[src/rtl/cpu_decode_stage.sv]
// Instruction-decode pipeline stage: field extraction, operand read with
// forwarding, busy-bit scoreboard for RAW hazards, valid/full handshake.
module cpu_decode_stage #(
  parameter int unsigned DATA_W = 32,
  parameter int unsigned ADDR_W = 5,
  parameter int unsigned FWD_N  = 2
) (
  input  logic                      clock,
  input  logic                      reset,
  input  logic                      flush,
  input  logic [31:0]               input_address,
  input  logic [31:0]               input_instruction,
  input  logic                      input_valid,
  output logic                      input_full,
  output logic [ADDR_W-1:0]         reg_s,
  output logic [ADDR_W-1:0]         reg_t,
  input  logic [DATA_W-1:0]         reg_s_data,
  input  logic [DATA_W-1:0]         reg_t_data,
  input  logic [FWD_N-1:0]          fwd_valid,
  input  logic [FWD_N*ADDR_W-1:0]   fwd_reg,
  input  logic [FWD_N*DATA_W-1:0]   fwd_data,
  input  logic                      wb_valid,
  input  logic [ADDR_W-1:0]         wb_reg,
  output logic [31:0]               output_address,
  output logic [31:0]               output_instruction,
  output logic [DATA_W-1:0]         output_operand1,
  output logic [DATA_W-1:0]         output_operand2,
  output logic [ADDR_W-1:0]         output_writereg,
  output logic                      output_valid,
  input  logic                      output_full
);

  localparam int unsigned NREG = 32'(1) << ADDR_W;

  logic [5:0]        w_op;
  logic [5:0]        w_funct;
  logic [ADDR_W-1:0] w_rs;
  logic [ADDR_W-1:0] w_rt;
  logic [ADDR_W-1:0] w_rd;
  logic [ADDR_W-1:0] w_reg_t;
  logic [ADDR_W-1:0] w_writereg;

  logic              w_hit_s;
  logic              w_hit_t;
  logic [DATA_W-1:0] w_fwd_s;
  logic [DATA_W-1:0] w_fwd_t;
  logic [DATA_W-1:0] w_operand1;
  logic [DATA_W-1:0] w_operand2;

  logic              w_hazard;
  logic              w_out_stall;
  logic              w_accept;

  logic [NREG-1:0]   r_busy;
  logic [NREG-1:0]   w_busy_nxt;

  // Raw instruction fields, resized to the register address width
  assign w_op    = input_instruction[31:26];
  assign w_funct = input_instruction[5:0];
  assign w_rs    = ADDR_W'(input_instruction[25:21]);
  assign w_rt    = ADDR_W'(input_instruction[20:16]);
  assign w_rd    = ADDR_W'(input_instruction[15:11]);

  // Destination register and second-source selection by opcode class
  always_comb begin
    w_writereg = '0;
    w_reg_t    = '0;
    if (w_op == 6'h00) begin
      if (w_funct != 6'h08) w_writereg = w_rd;
    end else if (w_op == 6'h03) begin
      w_writereg = ADDR_W'(31);
    end else if (w_op inside {[6'h08:6'h0F], [6'h20:6'h25]}) begin
      w_writereg = w_rt;
    end
    if (w_op inside {6'h00, 6'h04, 6'h05, [6'h28:6'h2B]}) w_reg_t = w_rt;
  end

  assign reg_s = w_rs;
  assign reg_t = w_reg_t;

  // Forward lookup: scan high to low so the lowest-index hit wins
  always_comb begin
    w_hit_s = 1'b0;
    w_hit_t = 1'b0;
    w_fwd_s = '0;
    w_fwd_t = '0;
    for (int i = int'(FWD_N) - 1; i >= 0; i--) begin
      if (fwd_valid[i] && (fwd_reg[i*ADDR_W +: ADDR_W] == w_rs)) begin
        w_hit_s = 1'b1;
        w_fwd_s = fwd_data[i*DATA_W +: DATA_W];
      end
      if (fwd_valid[i] && (fwd_reg[i*ADDR_W +: ADDR_W] == w_reg_t)) begin
        w_hit_t = 1'b1;
        w_fwd_t = fwd_data[i*DATA_W +: DATA_W];
      end
    end
  end

  always_comb begin
    w_operand1 = reg_s_data;
    w_operand2 = reg_t_data;
    if (w_rs == '0)      w_operand1 = '0;
    else if (w_hit_s)    w_operand1 = w_fwd_s;
    if (w_reg_t == '0)   w_operand2 = '0;
    else if (w_hit_t)    w_operand2 = w_fwd_t;
  end

  // A forward hit masks the busy bit; register 0 never stalls
  assign w_hazard = ((w_rs    != '0) && r_busy[w_rs]    && !w_hit_s) ||
                    ((w_reg_t != '0) && r_busy[w_reg_t] && !w_hit_t);

  assign w_out_stall = output_valid && output_full;
  assign w_accept    = input_valid && !w_hazard && !w_out_stall && !flush;
  assign input_full  = reset || flush || w_hazard || w_out_stall;

  // Set on accept beats a same-cycle writeback clear
  always_comb begin
    w_busy_nxt = r_busy;
    if (wb_valid) w_busy_nxt[wb_reg] = 1'b0;
    if (w_accept && (w_writereg != '0)) w_busy_nxt[w_writereg] = 1'b1;
    w_busy_nxt[0] = 1'b0;
  end

  always_ff @(posedge clock) begin
    if (reset) begin
      r_busy             <= '0;
      output_valid       <= 1'b0;
      output_address     <= '0;
      output_instruction <= '0;
      output_operand1    <= '0;
      output_operand2    <= '0;
      output_writereg    <= '0;
    end else if (flush) begin
      r_busy       <= '0;
      output_valid <= 1'b0;
    end else begin
      r_busy <= w_busy_nxt;
      if (w_accept) begin
        output_valid       <= 1'b1;
        output_address     <= input_address;
        output_instruction <= input_instruction;
        output_operand1    <= w_operand1;
        output_operand2    <= w_operand2;
        output_writereg    <= w_writereg;
      end else if (output_valid && !output_full) begin
        output_valid <= 1'b0;
      end
    end
  end

endmodule
[config.mk]
export PLATFORM = sky130hd
export DESIGN_NAME = cpu_decode_stage
export DESIGN_NICKNAME = d
export VERILOG_FILES = /design/src/rtl/cpu_decode_stage.sv
export SDC_FILE = /design/constraint.sdc
export NUM_CORES = 1
export LEC_CHECK = 0
export BUFFER_PORTS_ARGS = -buffer_cell sky130_fd_sc_hd__buf_4
export CAP_MARGIN = 20
export CELL_PAD_IN_SITES_DETAIL_PLACEMENT = 0
export CELL_PAD_IN_SITES_GLOBAL_PLACEMENT = 1
export CORE_MARGIN = 8
export CORE_UTILIZATION = 36
export DETAILED_ROUTE_END_ITERATION = 10
export PLACE_DENSITY_LB_ADDON = 0.1
export SYNTH_ARGS = -nofsm -noshare
export SYNTH_HDL_FRONTEND = slang
export SYNTH_SLANG_ARGS = --single-unit
[constraint.sdc]
create_clock -name clock -period 3.2 [get_ports clock]
set_input_delay 0.16 -clock clock [delete_from_list [all_inputs] [get_ports clock]]
set_output_delay 0.16 -clock clock [all_outputs]
set_load 0.01 [all_outputs]
======== After elaboration in Yosys (flattened, before gate mapping) ========
Index checks and enable logic that the tools add are counted.
operators by class
  reductions and logical operators ........ 40
  div/mod/pow operators ................... 0
  $add $sub $neg .......................... 0
  $mul .................................... 0
  bitwise gates (word level) .............. 4
  shift-type cells ........................ 0
  order comparisons ....................... 12
  mux-type cells .......................... 29
  equal/unequal tests ..................... 8
operators with widths
  kind                                                                               number
  32-bit two-way mux                                                                 10
  32-bit AND                                                                         1
  32-bit NOT                                                                         1
  32-bit bitwise OR                                                                  1
  5-bit two-way mux                                                                  5
  5-bit by 6-bit < comparator with 1-bit output (second input constant)              4
  5-bit == test                                                                      4
  1-bit logical AND                                                                  19
  5-bit nonzero test                                                                 3
  6-bit by 3-bit == test with 1-bit output (second input constant)                   2
  6-bit >= comparator (second input constant)                                        2
  6-bit less-or-equal comparator (second input constant)                             2
  1-bit binary-select mux with 5-bit select                                          2
  1-bit demux with 5-bit select                                                      2
  5-bit by 1-bit >= comparator with 1-bit output (second input constant)             2
  5-bit logical NOT                                                                  2
  1-bit two-way mux                                                                  10
  6-bit by 2-bit == test with 1-bit output (second input constant)                   1
  6-bit by 4-bit >= comparator with 1-bit output (second input constant)             1
  6-bit by 4-bit less-or-equal comparator with 1-bit output (second input constant)  1
  1-bit logical NOT                                                                  6
  6-bit logical NOT                                                                  1
  6-bit by 4-bit inequality test with 1-bit output (second input constant)           1
  1-bit logical OR                                                                   4
  other kinds (5)                                                                    6
word-level totals
  register bits ........................... 166
  memories kept ........................... 0
  RAM bits ................................ 0
  bits in read-only memories .............. 0
  output and inout port bits .............. 145
  latch bits .............................. 0

======== Logic depth before layout (Yosys ltp) ========
Gate-level depths: netlist of run 1.
  depth in word-level cells ............... 17
  mapped depth ............................ 12

======== Least setup slack after synthesis of run 1 ========
No wires, ideal clock.
  path type ............................... input-to-reg
  start point ............................. input input_instruction[30]
  end point ............................... register output_address[23]
  buffers on the path ..................... 5
  cell stages on the path ................. 12
  path slack .............................. 0.798 ns
  library setup time ...................... 0.072 ns
  data arrival time ....................... 2.330 ns
  data required time ...................... 3.128 ns
  cell sequence ........................... buf_4 and4bb_4 a31o_2 buf_4 a211oi_1 o22ai_2 o22ai_2 o31a_1 buf_6 buf_6 buf_6 mux2i_1
on the way
  longest elaborated chain between the ends .. 16
  elaborated cells on any way between the ends .. 26
  classes of those cells .................. 2 x order compare; 4 x eq/ne; 5 x mux; 15 x reduce/logical
RTL lines
  item                                                                               RTL line  source
  start: declaration                                                                 12        input logic [31:0] input_instruction,
  6-bit >= comparator / 6-bit less-or-equal comparator (equally long branches)       75        if (w_op inside {6'h00, 6'h04, 6'h05, [6'h28:6'h2B]}) w_reg_t = w_rt;
  1-bit logical AND                                                                  75
  4-bit nonzero test *                                                               75
  5-bit two-way mux *                                                                75
  branches (longest 5 deep; another with 1-bit binary-select mux with 5-bit select)  -
  1-bit logical AND *                                                                110       ((w_reg_t != '0) && r_busy[w_reg_t] && !w_hit_t);
  1-bit logical OR *                                                                 109       assign w_hazard = ((w_rs != '0) && r_busy[w_rs] && !w_hit_s) ||
  1-bit logical NOT *                                                                113       assign w_accept = input_valid && !w_hazard && !w_out_stall && !flush;
  1-bit logical AND * (3 in series)                                                  113
  2-bit AND reduction (no line) *                                                    -
  end signal: assignment                                                             140       output_address <= input_address;
  end: declaration                                                                   24        output logic [31:0] output_address,
Every way passes the cells marked *. The select of a mux whose other input is x is not followed.
A chain may end at the register's enable or synchronous reset.

======== Final worst setup path of run 1 ========
  start point ............................. register r_busy[19]
  end point ............................... register output_operand2[28]
on the way
  longest elaborated chain between the ends .. 10
  elaborated cells on any way between the ends .. 14
  classes of those cells .................. 4 x mux; 10 x reduce/logical
RTL lines
  item                                                                 RTL line  source
  start: declaration                                                   54        logic [NREG-1:0] r_busy;
  start signal: assignment                                             137       r_busy <= w_busy_nxt;
  1-bit binary-select mux with 5-bit select, on equally long branches  109, 110
  1-bit two-way mux, on equally long branches                          109, 110
  1-bit logical AND, on equally long branches (2 in series)            109, 110
  1-bit logical OR *                                                   109
  1-bit logical NOT *                                                  113
  1-bit logical AND * (3 in series)                                    113
  2-bit AND reduction (no line) *                                      -
  end signal: assignment                                               143       output_operand2 <= w_operand2;
  end: declaration                                                     27        output logic [DATA_W-1:0] output_operand2,
Every way passes the cells marked *; elsewhere a longest branch is shown, timed or not. The select of a mux whose other input is x is not followed.

==> results.rst, run 1 <==
.. list-table::
   :header-rows: 1

   * - Metric
     - Value
   * - Cell types occupying the most area after synthesis
     - dfxtp_1 (34%), mux2i_1 (15%), nand2b_1 (13%)
   * - Reg-to-reg setup timing slack
     - 0.48 ns
   * - Register bit total from synthesis
     - 165
   * - Post-Syn Instances
     - 1,093
   * - Number of antenna violations at the first check in global routing
     - 2
   * - Worst rel slew slack
     - 39.2%
   * - Mapped Nets
     - 1,308
   * - Worst R2R End
     - output_operand2[28]
   * - Worst Tran Pin Value
     - 0.911 ns
   * - Number of library cell types mapped by synthesis
     - 60
   * - Final HPWL from detailed placement
     - 27.8 mm
   * - Library cell used as clock root buffer
     - clkbuf_16
   * - Peak clock frequency supported by timing
     - 0.368 GHz
   * - Num Clock Sinks
     - 165
   * - Kind of start point of the critical path
     - flop
   * - Critical path endpoint category
     - flop
   * - CP max FO
     - 61
   * - Die span in y
     - 180 um
   * - Placeable core area
     - 26,700 um2
   * - Startpoint of the worst-slack reg-to-reg timing path
     - r_busy[19]
   * - Worst R2R Path Depth
     - 8
   * - Vias in the first global route
     - 9,727
   * - Max-Cap Viols
     - 0
   * - Wire length of the first global-routing pass
     - 59.0 mm
   * - Setup repair after global routing missed its margin
     - no
   * - Starting density of the core
     - 36.4%
   * - Start point of the worst hold path
     - input_instruction[4]
   * - Cell Rows
     - 60
   * - ANT nets after route
     - 0
   * - Post-cts hold buffer count
     - 40
   * - Top cell type by total area after synthesis
     - dfxtp_1
   * - Async set-reset flop share out of synthesis
     - 0%
   * - Outcome
     - finished clean
   * - Min-Delay Path Depth
     - 3
   * - Clock tree from TritonCTS
     - yes
   * - Summed negative setup slack over all endpoints
     - 0 ns
   * - Tcrit/Tclk final
     - 84.9%
   * - Dpl cell area
     - 12,600 um2
   * - Hold Vio Cnt, Final
     - 0
   * - Post-detailed-route wirelength per cell
     - 21.4 um
   * - Hold_ws
     - 0.0212 ns
   * - Total die area
     - 32,500 um2
   * - CTS Buf Count
     - 17
   * - Number of detailed-route iterations in the first pass
     - 5
   * - Post-route clock skew
     - 0.0155 ns
   * - Total vias in the final route
     - 9,394
   * - Classification of the worst setup path
     - reg -> reg
   * - Post-layout nets
     - 1,643
   * - Worst path arrival time
     - 3.01 ns
   * - Mean Syn Cell Area
     - 8.90 um2
   * - CTS resizes
     - 0
   * - Post-route cell area
     - 13,600 um2
   * - Total setup buffers inserted after CTS
     - 0
   * - Top FF cell, synth
     - dfxtp_1
   * - Synth-to-layout area growth
     - 39.7%
   * - Horizontal die dimension
     - 180 um
   * - Proportion of layout cells with a drive suffix above 1
     - 32.9%
   * - Iteration-0 DRC count of the detailed router
     - 708
   * - Count of synthesis-stage warnings from yosys
     - 0
   * - Final-report setup violation count
     - 0
   * - Post-synth EDFFs
     - 0
   * - Hold Path End
     - output_instruction[4]
   * - Maximum root-to-sink buffer count
     - 2
   * - Maximum number of pins on one net before global-route repair
     - 98
   * - Remaining global-route overflow
     - 0
   * - Power density of the placed cells
     - 391 nW/um2
   * - Fillers
     - 2,559
   * - Share of the yosys chip area belonging to registers
     - 34.0%
   * - Count of pins on the block boundary
     - 360
   * - Syn Std Cell Area
     - 9730 um2
   * - Via density per instance
     - 5.27
   * - Area fraction of the dominant cell type after synthesis
     - 34.0%
   * - Peak supply drop
     - 0.000318 V
   * - Number of H-tree levels
     - 4
   * - Leakage power
     - 5.57 nW
   * - Clock latency reported for the late side of the worst-skew pair
     - 0.43 ns
   * - Count of port buffers added during placement
     - 359
   * - Total track usage
     - 22.8%
   * - Minimum period implied by the final worst setup slack
     - 2.72 ns
   * - Routed wire length
     - 38.2 mm
   * - Clock-pin slew of the registers on the worst-case setup and hold paths
     - 0.08 ns
   * - GPL Wtd Cong
     - 0.857
   * - Area used by sequential logic in the layout
     - 3300 um2
   * - Number of max-slew violations in the final report
     - 0
   * - DRC errors left
     - 0
   * - Critical Path RT
     - 3.50 ns
   * - Type of the tightest min-delay check
     - in -> reg
   * - Area of the multi-input gates
     - 5960 um2
## layer usage
metal / vias up / wire length, um / global-route usage, %
met5: - / 0 / 0
met4: 0 / 767 / 6.28
met3: 37 / 2540 / 6.05
met2: 310 / 17800 / 37.5
met1: 4410 / 17100 / 28.9
li1: 4637 / - / -
## cell usage in the layout, fill, tap and decap left out, types with 3 or more instances in the layout
cell type and instances:
inv_1 5, xnor2_1 3, or3_1 4, a211oi_1 3
mux2_1 5, mux2i_1 146, nand2_1 63, o211ai_1 65
o31ai_1 31, a31o_2 33, nand3_1 41, nand3b_1 6
buf_12 5, nor3b_1 5, nor2b_1 8, o22ai_1 32
inv_6 5, a21o_1 5, buf_4 372, xor2_1 9
clkbuf_16 17, clkinv_4 4, mux4_2 9, nor3_1 37
o22a_1 3, nor2_1 19, a21oi_1 6, a21boi_0 3
o21ai_0 40, nand2b_1 199, and2_1 4, dfxtp_1 165
dlygate4sd3_1 40
## synthesized netlist by cell type (all sizes together), types with 20 or more instances
cell	instances
o211ai	65
nand2	64
o31ai	33
o21ai	44
dfxtp	165
mux2i	146
nand3	42
nand2b	199
a31o	33
buf	32
clkbuf	69
nor3	37
nor2	20
o22ai	35
## area by class of cell
| class | instances | area share [%] |
|---|---|---|
| flip-flops and latches | 165 | 24.3 |
| diodes | 2 | 0.0368 |
| clock buffers | 19 | 3.26 |
| repair buffers | 417 | 24.2 |
| inverters | 5 | 0.138 |
| well taps | 341 | 3.14 |
| clock inverters | 13 | 1.02 |
| multi-input cells | 822 | 43.9 |
## metrics by stage
| step | utilization (%) | total power [mW] | setup slack (ns) | std cells |
|---|---|---|---|---|
| 6_report | 50.8 | 5.31 | 0.483 | 1784 |
| 3_3_place_gp | 47.2 | 3.24 | 0.436 | 1710 |
| 2_1_floorplan | - | 2.73 | 0.798 | 1093 |
| 3_5_place_dp | 47.2 | 3.24 | 0.351 | 1710 |
| 5_1_grt | 50.8 | 5.55 | 0.318 | 1784 |
| 4_1_cts | 50.8 | 5.38 | 0.473 | 1782 |
## cell families (layout without fill, tap and decap cells)
| family | count (synthesis) | count (layout) | synth area share [%] |
|---|---|---|---|
| flops | 165 | 165 | 34.0 |
| mux | 161 | 161 | 17.8 |
| simple gates | 405 | 405 | 23.4 |
| buf+inv | 106 | 454 | 5.36 |
| other cells | 0 | 2 | 0 |
| compound gates | 244 | 244 | 18.4 |
| xor+xnor | 12 | 12 | 1.08 |
## flip-flops by register name (all words and copies together) (netlist names)
register	flops
r_busy	31
output_instruction	32
output_operand2	32
output_writereg	5
output_valid	1
output_address	32
output_operand1	32
## critical path: stages (launching register included)
cell and delay, ns:
dfxtp_1 0.35, mux4_2 0.47, mux2i_1 0.16, o22a_1 0.17
a211oi_1 0.10, nor3b_1 0.43, o31a_2 0.31, buf_12 0.33
o22ai_1 0.16
## power breakdown
part	internal, mW	leakage [nW]	switching [mW]
sequential	2.13	1.34	0.0406
combinational	0.538	3.95	0.529
clock	1.12	0.283	0.950
## worst max path at each step
stage	start	endpoint	slack, ns	depth (start not counted)
after floorplan	input_instruction[30]	output_address[23]	0.80	12
after global placement	input_instruction[23]	output_address[19]	0.44	9
after detailed placement	input_instruction[16]	output_instruction[2]	0.35	10
after CTS	r_busy[19]	output_instruction[7]	0.47	8
after global routing	r_busy[23]	output_instruction[8]	0.32	8
final	r_busy[19]	output_operand2[28]	0.48	8
(Power assumes the default switching activity.)
==> run 2, diff against run 1 <==
--- a/config.mk
+++ b/config.mk
@@ -5,12 +5,13 @@
 export SDC_FILE = /design/constraint.sdc
 export NUM_CORES = 1
 export LEC_CHECK = 0
+export ABC_AREA = 1
 export BUFFER_PORTS_ARGS = -buffer_cell sky130_fd_sc_hd__buf_4
 export CAP_MARGIN = 20
 export CELL_PAD_IN_SITES_DETAIL_PLACEMENT = 0
 export CELL_PAD_IN_SITES_GLOBAL_PLACEMENT = 1
 export CORE_MARGIN = 8
-export CORE_UTILIZATION = 36
+export CORE_UTILIZATION = 34
 export DETAILED_ROUTE_END_ITERATION = 10
 export PLACE_DENSITY_LB_ADDON = 0.1
 export SYNTH_ARGS = -nofsm -noshare
==> constraint.sdc (replaced) <==
create_clock -name clock -period 2.6 [get_ports clock]
set_input_delay 0.13 -clock clock [delete_from_list [all_inputs] [get_ports clock]]
set_output_delay 0.13 -clock clock [all_outputs]
set_load 0.01 [all_outputs]
==> run 2 against run 1 <==
Core utilization is 0.45 points lower. Area after synthesis is 0.23% lower. Clock-buffer cell count is 2 lower. Sequential cell count stayed put. Total power is 34% higher. Final cell count is 32% higher. Critical path type is now in -> reg. Combinational power is 64% higher. Setup slack worse by 0.28 ns. Cell area is 5.3% higher. Non-clock buffer count is 78 higher. Critical path depth is 4 higher.
==> results.rst, run 2 <==
.. list-table::
   :header-rows: 1

   * - Metric
     - Value
   * - Outcome
     - finished clean
   * - Slowest cell on the critical path
     - dlygate4sd3_1
   * - Fillers
     - 2,980
   * - DRC errors left
     - 0
   * - Synth-to-layout area growth
     - 47.4%
   * - Placeable core area
     - 28,400 um2
   * - Peak supply drop
     - 0.000283 V
   * - Proportion of layout cells with a drive suffix above 1
     - 25.6%
   * - Mapped Nets
     - 1,766
   * - Maximum root-to-sink buffer count
     - 2
   * - Share of the yosys chip area belonging to registers
     - 34.0%
   * - Post-Syn Instances
     - 1,551
   * - Total die area
     - 34,200 um2
   * - Minimum period implied by the final worst setup slack
     - 2.40 ns
   * - Commonest non-fill, non-tap cell in the layout
     - buf_4
   * - Number of H-tree levels
     - 4
   * - Count of synthesis-stage warnings from yosys
     - 0
   * - Kind of start point of the critical path
     - input port
   * - Critical path endpoint category
     - flop
   * - Post-route clock skew
     - 0.0164 ns
   * - Maximum number of pins on one net before global-route repair
     - 83
   * - Wire length of the first global-routing pass
     - 68.3 mm
   * - Type of the tightest min-delay check
     - in -> reg
   * - Post-synthesis simple-gate area fraction
     - 37.1%
   * - Cell Rows
     - 62
   * - CP max FO
     - 20
   * - Final-report setup violation count
     - 0
   * - Peak clock frequency supported by timing
     - 0.417 GHz
   * - Post-synth EDFFs
     - 0
   * - Num Clock Sinks
     - 165
   * - Buffers plus inverters on the worst setup path
     - 4
   * - Worst path arrival time
     - 2.72 ns
   * - Xor and xnor area share after synthesis
     - 0.180%
   * - Critical Path RT
     - 2.92 ns
   * - Total track usage
     - 25.9%
   * - Longest individual stage delay on the worst path
     - 0.57 ns
   * - Number of cells on the critical path
     - 12
   * - Number of max-slew violations in the final report
     - 0
   * - Clock tree from TritonCTS
     - yes
   * - Clock-pin slew of the registers on the worst-case setup and hold paths
     - 0.08 ns
   * - Number of library cell types mapped by synthesis
     - 37
   * - Via density per instance
     - 5.00
   * - Cell types occupying the most area after synthesis
     - dfxtp_1 (34%), nand2_1 (15%), nand3_1 (9.3%)
   * - Critical-path cell list
     - buf_4 -> inv_1 -> nand2_1 -> o221ai_1 -> nand3_1 -> a31oi_1 -> o21ai_1 -> buf_4 -> and2_4 -> nand2_8 -> a21oi_1 -> dlygate4sd3_1
   * - Count of port buffers added during placement
     - 359
   * - Critical Path Most Common Cell
     - buf_4
   * - Classification of the worst setup path
     - in -> reg
   * - Tcrit/Tclk final
     - 92.3%
   * - Power density of the placed cells
     - 498 nW/um2
   * - Summed negative setup slack over all endpoints
     - 0 ns
   * - Worst Tran Pin Value
     - 0.928 ns
   * - Synthesized-area fraction occupied by ao, oa, aoi and oai cells
     - 15.9%
   * - Library cell used as clock root buffer
     - clkbuf_16
   * - Number of antenna violations at the first check in global routing
     - 2
   * - Syn Std Cell Area
     - 9710 um2
   * - Starting density of the core
     - 34.2%
   * - CTS Buf Count
     - 17
   * - Main combinational cell family by area after synthesis
     - simple AND/OR/NAND/NOR gates
   * - Max-Cap Viols
     - 0
   * - Number of detailed-route iterations in the first pass
     - 5
   * - Post-detailed-route wirelength per cell
     - 19.4 um
   * - Hold Vio Cnt, Final
     - 0
   * - Overall Power
     - 7.13 mW
   * - Final HPWL from detailed placement
     - 33.8 mm
   * - Most common cell in the synthesized netlist
     - nand2_1
   * - Clock latency reported for the late side of the worst-skew pair
     - 0.44 ns
   * - Final core utilization
     - 50.4%
   * - Async set-reset flop share out of synthesis
     - 0%
   * - Leakage power
     - 6.70 nW
   * - Post-layout nets
     - 2,170
   * - GPL Wtd Cong
     - 0.912
   * - Min-Delay Path Depth
     - 3
   * - Horizontal die dimension
     - 185 um
   * - Iteration-0 DRC count of the detailed router
     - 729
   * - Setup repair after global routing missed its margin
     - no
   * - Routed wire length
     - 45.6 mm
   * - Register bit total from synthesis
     - 165
   * - Area fraction of the dominant cell type after synthesis
     - 34.0%
   * - Adder-cell share of the synthesized area
     - 0%
   * - Worst rel slew slack
     - 37.9%
   * - Mean Syn Cell Area
     - 6.26 um2
   * - Top cell types by occurrence after synthesis
     - nand2_1 (399), nor2_1 (193), nand3_1 (180)
   * - Count of pins on the block boundary
     - 360
   * - Top cell type by total area after synthesis
     - dfxtp_1
   * - ANT nets after route
     - 0
   * - Leading cell types in the layout, fill and taps excluded
     - buf_4 (425), nand2_1 (398), nor2_1 (192), nand3_1 (180), inv_1 (173)
   * - Portion of netlist area occupied by mux cells
     - 0%
   * - Total vias in the final route
     - 11,800
   * - Vias in the first global route
     - 11,700
   * - Top FF cell, synth
     - dfxtp_1
   * - Top delay family on crit path
     - buffers and inverters
   * - Die span in y
     - 185 um
   * - Remaining global-route overflow
     - 0
   * - Worst R2R Path Depth
     - 12
==> run 2: cell types whose count changed in the layout (fill, tap and decap cells not counted), sizes merged, moves of 18 or more <==
cell    change
inv       +170
a31o       -33
nand3     +143
nand2b    -199
o22ai      -33
o31ai      -33
buf        +65
o211ai     +18
mux2i     -146
nand2     +340
nor2      +174
and3       +27
a21oi     +112
nor3       -27
==> run 2: cell families after synthesis <==
logic type / Yosys count
flops: 165
compound gates: 253
simple gates: 844
buf+inv: 287
xor+xnor: 2
==> run 2: worst paths after layout <==
path | from | endpoint | slack (ns)
min reg2reg | output_operand2[4] | output_operand2[4] | 0.46
min | input_instruction[19] | output_instruction[19] | 0.03
max | input_instruction[22] | output_valid | 0.20
max reg2reg | r_busy[30] | output_valid | 0.21
==> run 2: area by class of cell <==
type	instances	area, um2	area share (%)
Multi-Input combinational cell	1099	5180	36.2
Timing Repair Buffer	495	4060	28.4
Sequential cell	165	3300	23.1
Inverter	177	668	4.67
Tap cell	384	480	3.36
Clock buffer	17	425	2.97
Clock inverter	15	185	1.29
Antenna cell	1	2.50	0.0175
==> run 2: worst min-delay path, stage by stage <==
cell,delay (ns)
buf_4,0.16
nand3_1,0.09
a21oi_1,0.06
==> run 2: metal layers <==
metal | routed length, um | vias to the layer above | share of wire (%) | global-route usage [%]
met5 | 13 | - | 0.029 | 0
met4 | 1570 | 2 | 3.4 | 9.76
met3 | 3400 | 74 | 7.5 | 5.32
met2 | 21700 | 425 | 48 | 44.0
met1 | 19000 | 5450 | 42 | 31.7
li1 | - | 5825 | - | -
==> run 2: power by group <==
group | leakage, nW | switching (mW) | internal, mW
Clock | 0.296 | 1.33 | 1.31
Combinational | 5.06 | 0.941 | 0.812
Sequential | 1.34 | 0.0770 | 2.66
==> run 2: per-stage QoR <==
stage                     cells  setup WS [ns]  cell area [um2]  hold slack [ns]
after detailed placement   2264        0.00881            13100            0.416
final                      2353          0.200            14300           0.0319
after CTS                  2349         0.0140            14300           0.0162
after global placement     2264         0.0169            13100            0.409
after global routing       2353         0.0126            14300           0.0350
after floorplan            1551          0.389             9710            0.294
==> run 2: timing repair <==
| action | in CTS | in global routing |
|---|---|---|
| endpoints found under the setup margin | 0 | 25 |
| hold buffers | 53 | 0 |
| hold endpoints to repair | 52 | 0 |
| setup buffers | 0 | 4 |
| resized for setup | 0 | 4 |
==> run 3, diff against run 2 <==
--- a/config.mk
+++ b/config.mk
@@ -11,8 +11,9 @@
 export CELL_PAD_IN_SITES_DETAIL_PLACEMENT = 0
 export CELL_PAD_IN_SITES_GLOBAL_PLACEMENT = 1
 export CORE_MARGIN = 8
-export CORE_UTILIZATION = 34
+export CORE_UTILIZATION = 23
 export DETAILED_ROUTE_END_ITERATION = 10
+export MAX_ROUTING_LAYER = met4
 export PLACE_DENSITY_LB_ADDON = 0.1
 export SYNTH_ARGS = -nofsm -noshare
 export SYNTH_HDL_FRONTEND = slang
==> run 3 against run 2 <==
Total power increased by 1.8%. Core utilization decreased by 15 points. Highest routed layer is now met4. Register-to-register slack improved by 0.15 ns. Cell area increased by 3.7%. Sequential cell count unchanged.
==> results.rst, run 3 (same netlist as run 2, synthesis figures left out) <==
.. list-table::
   :header-rows: 1

   * - Metric
     - Value
   * - Outcome
     - finished clean
   * - Clock-pin slew of the registers on the worst-case setup and hold paths
     - 0.07 ns
   * - Number of detailed-route iterations in the first pass
     - 5
   * - Final core utilization
     - 35.5%
   * - Type of the tightest min-delay check
     - in -> reg
   * - DRC errors left
     - 0
   * - Commonest non-fill, non-tap cell in the layout
     - buf_4
   * - Starting density of the core
     - 23.2%
   * - Clock tree from TritonCTS
     - yes
   * - Leading cell types in the layout, fill and taps excluded
     - buf_4 (448), nand2_1 (398), nor2_1 (192), nand3_1 (180), inv_1 (174)
   * - Final standard cell count with taps included and fillers excluded
     - 2,546
   * - Library cell used as clock root buffer
     - clkbuf_16
   * - Number of H-tree levels
     - 4
   * - Count of pins on the block boundary
     - 360
   * - Via density per instance
     - 4.63
   * - Post-layout nets
     - 2,202
   * - Number of antenna violations at the first check in global routing
     - 6
   * - ANT nets after route
     - 0
   * - Number of max-slew violations in the final report
     - 0
   * - Post-detailed-route wirelength per cell
     - 20.1 um
   * - DR WL met2
     - 24.4 mm
   * - Hold_ws
     - 0.0301 ns
   * - Cell Rows
     - 75
   * - Final HPWL from detailed placement
     - 39.4 mm
   * - Setup slack at placement
     - -0.0307 ns
   * - Kind of start point of the critical path
     - input port
   * - Total vias in the final route
     - 11,800
   * - Synth-to-layout area growth
     - 52.9%
   * - CTS Buf Count
     - 17
   * - Critical Path RT
     - 2.47 ns
   * - Total routed wire length on the met1 layer
     - 22.8 mm
   * - Routed wire length
     - 51.1 mm
   * - Power density of the placed cells
     - 489 nW/um2
   * - Maximum number of pins on one net before global-route repair
     - 78
   * - Setup repair after global routing missed its margin
     - no
   * - Peak clock frequency supported by timing
     - 0.409 GHz
   * - Critical path endpoint category
     - output port
   * - Tcrit/Tclk final
     - 94.1%
   * - Worst Tran Pin Value
     - 0.904 ns
   * - Total die area
     - 49,000 um2
   * - Worst path arrival time
     - 2.32 ns
   * - Met3 wire length
     - 2.90 mm
   * - Worst rel slew slack
     - 39.3%
   * - Peak supply drop
     - 0.000352 V
   * - Post-route clock skew
     - 0.0113 ns
   * - GPL Wtd Cong
     - 0.909
   * - Worst-case setup margin in the final layout
     - 0.154 ns
   * - Remaining global-route overflow
     - 0
   * - Clock latency reported for the late side of the worst-skew pair
     - 0.46 ns
   * - Leakage power
     - 6.89 nW
   * - Final-report setup violation count
     - 0
   * - Dpl cell area
     - 13,700 um2
   * - Count of port buffers added during placement
     - 359
   * - Inst Count DP
     - 2,453
   * - Post-route cell area
     - 14,800 um2
   * - Max-Cap Viols
     - 0
   * - Wire length of the first global-routing pass
     - 75.6 mm
   * - CP max FO
     - 25
   * - Classification of the worst setup path
     - in -> out
   * - Minimum period implied by the final worst setup slack
     - 2.45 ns
   * - Horizontal die dimension
     - 221 um
   * - Uppermost metal layer occupied by signal nets
     - met4
   * - Num Clock Sinks
     - 165
   * - Hold Vio Cnt, Final
     - 0
   * - Vias in the first global route
     - 11,800
   * - Proportion of layout cells with a drive suffix above 1
     - 26.7%
   * - Maximum root-to-sink buffer count
     - 2
   * - Total track usage
     - 20.6%
   * - Placeable core area
     - 41,800 um2
   * - Die span in y
     - 221 um
   * - Overall Power
     - 7.26 mW
   * - Iteration-0 DRC count of the detailed router
     - 809
   * - Summed negative setup slack over all endpoints
     - 0 ns
## run 3: final timing paths
path	slack, ns	startpoint	endpoint	cells after the start
worst min-delay path	0.03	input_instruction[23]	output_instruction[23]	3
worst min register to register	0.46	output_instruction[4]	output_instruction[4]	2
worst max-delay path	0.15	input_instruction[28]	input_full	20
worst max register to register	0.36	r_busy[7]	output_instruction[16]	13
## run 3: layer usage
layer	GRT usage, %	up-vias
li1	-	5899
met1	25.1	5471
met2	34.0	370
met3	4.72	42
met4	6.03	0
met5	-	-
## run 3: timing repair
action | CTS | global route
hold endpoints to repair | 53 | 0
endpoints found under the setup margin | 1 | 1
gates resized for setup | 1 | 3
cloned | 0 | 0
hold buffers | 53 | 0
buffers inserted | 0 | 1
## run 3: power by group
| part | switching (mW) | total [mW] | leakage [nW] | internal (mW) |
|---|---|---|---|---|
| registers | 0.0785 | 2.74 | 1.34 | 2.66 |
| clock network | 1.26 | 2.67 | 0.292 | 1.41 |
| logic | 0.976 | 1.85 | 5.26 | 0.870 |
| total | 2.32 | 7.26 | 6.89 | 4.94 |
## run 3: area by class of cell
type	count	area, um2
Fill cell	4600	26900
Multi-Input combinational cell	1099	5170
Timing Repair Buffer	527	4410
Sequential cell	165	3300
Tap cell	539	674
Inverter	177	664
Clock buffer	20	457
Clock inverter	12	134
Antenna cell	7	17.5
## run 3: worst max-delay path, cell delays in order
cell	delay (ns)
buf_4	0.11
inv_1	0.06
nor2_1	0.04
nand2_1	0.07
nand2_1	0.05
nand2_1	0.06
nand2_2	0.07
buf_12	0.14
nand2_1	0.15
inv_1	0.16
nand3_1	0.11
nand2_1	0.05
nor2_1	0.19
nor2_1	0.09
nor2_2	0.12
nand3_2	0.14
and2_4	0.18
buf_12	0.16
nand3_1	0.08
buf_4	0.12
